<file path="src/rtl/config_loader_pkg.sv">
// Shared definitions for the config loader and the config latch array it drives.
// Holds the sequencing states, the default geometry and small helpers.
package config_loader_pkg;

   localparam int NUM_WORDS_DEF = 19;
   localparam int WORD_W_DEF    = 32;

   typedef enum logic [2:0] {
      IDLE   = 3'd0,
      WAIT   = 3'd1,
      SETUP  = 3'd2,
      STROBE = 3'd3,
      HOLD   = 3'd4,
      DONE   = 3'd5
   } state_t;

   // A single-word load still needs a one-bit index register.
   function automatic int idx_width(input int n);
      return (n > 1) ? $clog2(n) : 1;
   endfunction

   function automatic logic is_busy(input state_t s);
      return (s == WAIT) || (s == SETUP) || (s == STROBE) || (s == HOLD);
   endfunction

endpackage

</file>
<file path="src/rtl/config_loader_onehot_dec.sv">
// Binary-to-one-hot decoder for the latch enable bus; all outputs low when en is low.
module onehot_dec
   import config_loader_pkg::*;
#(
   parameter int N     = NUM_WORDS_DEF,
   parameter int IDX_W = idx_width(NUM_WORDS_DEF)
) (
   input  logic [IDX_W-1:0] idx,
   input  logic             en,
   output logic [N-1:0]     onehot
);

   for (genvar gi = 0; gi < N; gi++) begin : g_bit
      localparam logic [IDX_W-1:0] GI_IDX = IDX_W'(gi);
      assign onehot[gi] = en && (idx == GI_IDX);
   end

endmodule

</file>
<file path="src/rtl/config_loader.sv">
// Streams NUM_WORDS config words into a level-sensitive latch array, wrapping every
// enable pulse with one cycle of data setup and one cycle of data hold.
module config_loader
   import config_loader_pkg::*;
#(
   parameter int NUM_WORDS = NUM_WORDS_DEF,
   parameter int WORD_W    = WORD_W_DEF
) (
   input  logic                 clk,
   input  logic                 reset,
   input  logic                 io_start,
   input  logic                 io_in_valid,
   input  logic [WORD_W-1:0]    io_in_bits,
   output logic                 io_in_ready,
   output logic [WORD_W-1:0]    io_d_in,
   output logic [NUM_WORDS-1:0] io_configs_en,
   output logic                 io_busy,
   output logic                 io_done,
   output logic                 io_err
);

   localparam int               IDX_W    = idx_width(NUM_WORDS);
   localparam logic [IDX_W-1:0] LAST_IDX = IDX_W'(NUM_WORDS - 1);
   localparam logic [IDX_W-1:0] IDX_ONE  = IDX_W'(1);

   state_t                 state_q, state_d;
   logic [IDX_W-1:0]       idx_q, idx_d;
   logic [WORD_W-1:0]      d_in_q, d_in_d;
   logic [NUM_WORDS-1:0]   en_q, en_d;
   logic                   ready_q, ready_d;
   logic                   busy_q, busy_d;
   logic                   done_q, done_d;
   logic                   err_q, err_d;
   logic                   strobe_next;
   logic [NUM_WORDS-1:0]   dec_out;

   // SETUP always advances to STROBE, so decoding during SETUP lets the enable
   // flops take their strobe value on the same edge the state enters STROBE.
   assign strobe_next = (state_q == SETUP);

   onehot_dec #(
      .N     (NUM_WORDS),
      .IDX_W (IDX_W)
   ) u_onehot_dec (
      .idx    (idx_q),
      .en     (strobe_next),
      .onehot (dec_out)
   );

   always_comb begin
      state_d = state_q;
      idx_d   = idx_q;
      d_in_d  = d_in_q;
      err_d   = err_q;

      case (state_q)
         IDLE, DONE: begin
            if (io_start) begin
               state_d = WAIT;
               idx_d   = '0;
               err_d   = 1'b0;
            end
         end
         WAIT: begin
            if (io_in_valid && ready_q) begin
               d_in_d  = io_in_bits;
               state_d = SETUP;
            end
         end
         SETUP:  state_d = STROBE;
         STROBE: state_d = HOLD;
         HOLD: begin
            if (idx_q == LAST_IDX) begin
               state_d = DONE;
            end else begin
               idx_d   = idx_q + IDX_ONE;
               state_d = WAIT;
            end
         end
         default: state_d = IDLE;
      endcase

      // A start request mid-load is only flagged; sequencing carries on untouched.
      if (io_start && is_busy(state_q)) begin
         err_d = 1'b1;
      end

      ready_d = (state_d == WAIT);
      busy_d  = is_busy(state_d);
      done_d  = (state_d == DONE);
      en_d    = dec_out;
   end

   always_ff @(posedge clk or negedge reset) begin
      if (!reset) begin
         state_q <= IDLE;
         idx_q   <= '0;
         d_in_q  <= '0;
         en_q    <= '0;
         ready_q <= 1'b0;
         busy_q  <= 1'b0;
         done_q  <= 1'b0;
         err_q   <= 1'b0;
      end else begin
         state_q <= state_d;
         idx_q   <= idx_d;
         d_in_q  <= d_in_d;
         en_q    <= en_d;
         ready_q <= ready_d;
         busy_q  <= busy_d;
         done_q  <= done_d;
         err_q   <= err_d;
      end
   end

   assign io_in_ready   = ready_q;
   assign io_d_in       = d_in_q;
   assign io_configs_en = en_q;
   assign io_busy       = busy_q;
   assign io_done       = done_q;
   assign io_err        = err_q;

endmodule

</file>
<file path="config.mk">
export PLATFORM = sky130hd
export DESIGN_NAME = config_loader
export DESIGN_NICKNAME = d
export VERILOG_FILES = /design/src/rtl/config_loader_pkg.sv /design/src/rtl/config_loader_onehot_dec.sv /design/src/rtl/config_loader.sv
export SDC_FILE = /design/constraint.sdc
export NUM_CORES = 1
export LEC_CHECK = 0
export ABC_CLOCK_PERIOD_IN_PS = 2000
export BUFFER_PORTS_ARGS = -buffer_cell sky130_fd_sc_hd__buf_2
export CORE_UTILIZATION = 25
export DETAILED_ROUTE_END_ITERATION = 8
export PLACE_DENSITY_LB_ADDON = 0.12
export SLEW_MARGIN = 20
export SYNTH_ARGS = -nofsm -noshare
export SYNTH_HDL_FRONTEND = slang
export SYNTH_SLANG_ARGS = --single-unit
</file>
<file path="constraint.sdc">
create_clock -name clk -period 2 [get_ports clk]
set_clock_uncertainty 0.1 [all_clocks]
set_input_delay 0.3 -clock clk [delete_from_list [all_inputs] [get_ports clk]]
set_output_delay 0.3 -clock clk [all_outputs]
set_load 0.03 [all_outputs]
</file>
==> results_dict.tcl <==
set metrics [dict create \
    power.density_nw_per_um2 1570 \
    synth_cells 194 \
    ys_warn_count 0 \
    critPathArrivalTime_ns 1.88 \
    antenna_found_initial 0 \
    grt_usage_pct 10.9 \
    wl_um 5460 \
    pin_count 91 \
    cts_root_buffer "clkbuf_8" \
    min_period_ns 1.76 \
    maxSlewHeadroom_pct 69.7 \
    grt_pass1_vias 1815 \
    hold_viol_final 0 \
    synth_nets 235 \
    nFillCells 1010 \
    max_cap_violations 0 \
    grt_pass1_wl_um 8440 \
    clock-sinks 63 \
    syn-mean-instance-area_sq_um 13.0 \
    drcViolationCount 0 \
    die-area_sq_um 10500 \
    crit_fanout 32 \
    p_leak_uw 0.00162 \
    setup_ws_ns 0.237 \
    post_cts_buffers 0 \
    clk_pin_slew_ns 0.08 \
    synth_top_area_cell "dfrtp_1" \
    cts_tree "done" \
    r2r_setup_slack_ns 0.24 \
    dp_slack_ns 0.254 \
    drtAntennaViolNets 0 \
    async_flop_share_pct 100 \
    num_rows 36 \
    worstMarginPinSlew_ns 0.454 \
    mappedNetlistArea_sq_um 2530 \
    ys_seq_elements 63 \
    hp-class "input pin to flop" \
    die_w_um 103 \
    start_kind "flop" \
    die_height_um 103 \
    ir_drop_uv 516 \
    grt_setup_unrepaired "no" \
    vias_per_cell 4.19 \
    synth_most_common_cell "dfrtp_1" \
    fmax_ghz 0.567 \
    drtIter0Drc 45 \
    maxSlewViolCount 0 \
    finalSetupViolCount 0 \
    synthTopCellsByArea "dfrtp_1, mux2_2, ha_1" \
    ys.flop_type "dfrtp_1" \
    seq_area_frac_synth_pct 62.3 \
    min_period_over_period_pct 88.2 \
    htreeDepth 3 \
    required_ns 2.11 \
    clk_latency_ns 0.34 \
    cts_hold_buf 1 \
    firstDrtPassIters 4 \
    cts_max_path_buffers 2 \
    grt_max_degree 64 \
    status "complete, no violations" \
    area_growth_pct 34.6 \
    netlist_top_cells_count "dfrtp_1, mux2_2, nor2_1" \
    cts_resized 0 \
    dr_total_vias 1815 \
    setup.worst_path.class "flop to flop" \
    antennaDiodeCount 0 \
    yosys.area.top_type_share_pct 62.3 \
    io_buffer_count 90 \
    routedWlPerCell_um 12.6 \
    gp_congestion 0.789 \
    ys_types 33 \
    drive_above_1_share_pct 49.0 \
    overflow 0 \
    layout.nets 336 \
    end_kind "flop" \
    fin_tns_setup_ns 0 \
    initial_core_util_pct 25.9 \
    synth-edff-count 0 \
    core_sq_um 9770 \
    place_hpwl_um 3690 \
    numCtsBuffers 9 \
]
==> power breakdown <==
group	total, uW	leakage [uW]	internal (uW)	switching, uW
clock	1140	0.000105	641	502
sequential	1970	0.000795	1700	268
combinational	2230	0.000723	882	1340
total	5340	0.00162	3220	2110
==> area by class of cell <==
type | instances | area [sq um] | area share (%)
Clock buffer | 11 | 151 | 4.45
Sequential cell | 63 | 1580 | 46.3
Timing Repair Buffer | 99 | 546 | 16.0
Tap cell | 133 | 166 | 4.89
Multi-Input combinational cell | 116 | 886 | 26.0
Clock inverter | 5 | 56.3 | 1.65
Inverter | 6 | 22.5 | 0.662
==> placed cells by master (no fill, tap or decap), drive strengths merged, types with 2 or more instances in the layout <==
master	netlist	layout
a21oi	8	8
and2	5	5
buf	6	98
clkbuf	3	11
clkinv	0	3
dfrtp	63	63
ha	5	5
inv	6	6
mux2	33	33
nand2	8	8
nand3	5	5
nor2	15	15
nor2b	4	4
nor3	7	7
o211ai	3	3
o21a	2	2
o21ai	4	4
o21bai	2	2
or3	2	2
or3b	2	2
==> registers in the layout (all words and copies together) (netlist names) <==
name           count
idx_q              5
io_in_ready        1
io_err             1
io_done            1
io_configs_en     19
io_busy            1
state_q            3
io_d_in           32
==> worst max-delay path: stages (launching register included) <==
cell and delay [ns]:
dfrtp_1 0.52, nand3_1 0.22, nor3_4 0.19, buf_12 0.23, mux2_2 0.36
==> cells by family after synthesis <==
| kind of cell | Yosys count | share of synthesized area [%] |
|---|---|---|
| flops | 63 | 62.3 |
| simple gates | 56 | 12.1 |
| mux | 33 | 14.7 |
| compound gates | 22 | 5.49 |
| buf+inv | 15 | 2.92 |
| fa+ha+maj | 5 | 2.47 |
==> final timing paths <==
check / start / cells after the start / to
max: state_q[0]$_DFF_PN0_ / 4 / io_d_in[30]$_DFFE_PN0P_
min: io_in_bits[5] / 2 / io_d_in[5]$_DFFE_PN0P_
max in group asynchronous: reset / 3 / io_d_in[3]$_DFFE_PN0P_
min in group asynchronous: reset / 3 / io_d_in[6]$_DFFE_PN0P_
max reg2reg: state_q[0]$_DFF_PN0_ / 4 / io_d_in[30]$_DFFE_PN0P_
min reg2reg: io_d_in[5]$_DFFE_PN0P_ / 1 / io_d_in[5]$_DFFE_PN0P_
==> metrics by stage <==
step / hold WS, ns / power, uW / utilization [%] / std cells / cell area, sq um
2_1_floorplan: -0.0956 / 3560 / - / 194 / 2530
3_3_place_gp: 0.252 / 4250 / 32.6 / 416 / 3190
4_1_cts: 0.0573 / 5430 / 34.8 / 433 / 3400
5_1_grt: 0.0570 / 5700 / 34.8 / 433 / 3400
3_5_place_dp: 0.247 / 4250 / 32.6 / 416 / 3190
6_report: 0.0779 / 5340 / 34.8 / 433 / 3400
==> metal layers <==
layer	global-route usage, %	part of all wire (%)
met5	0	0
met4	4.95	1.3
met3	4.88	8.0
met2	17.9	47
met1	12.2	43
(Power assumes the default switching activity.)
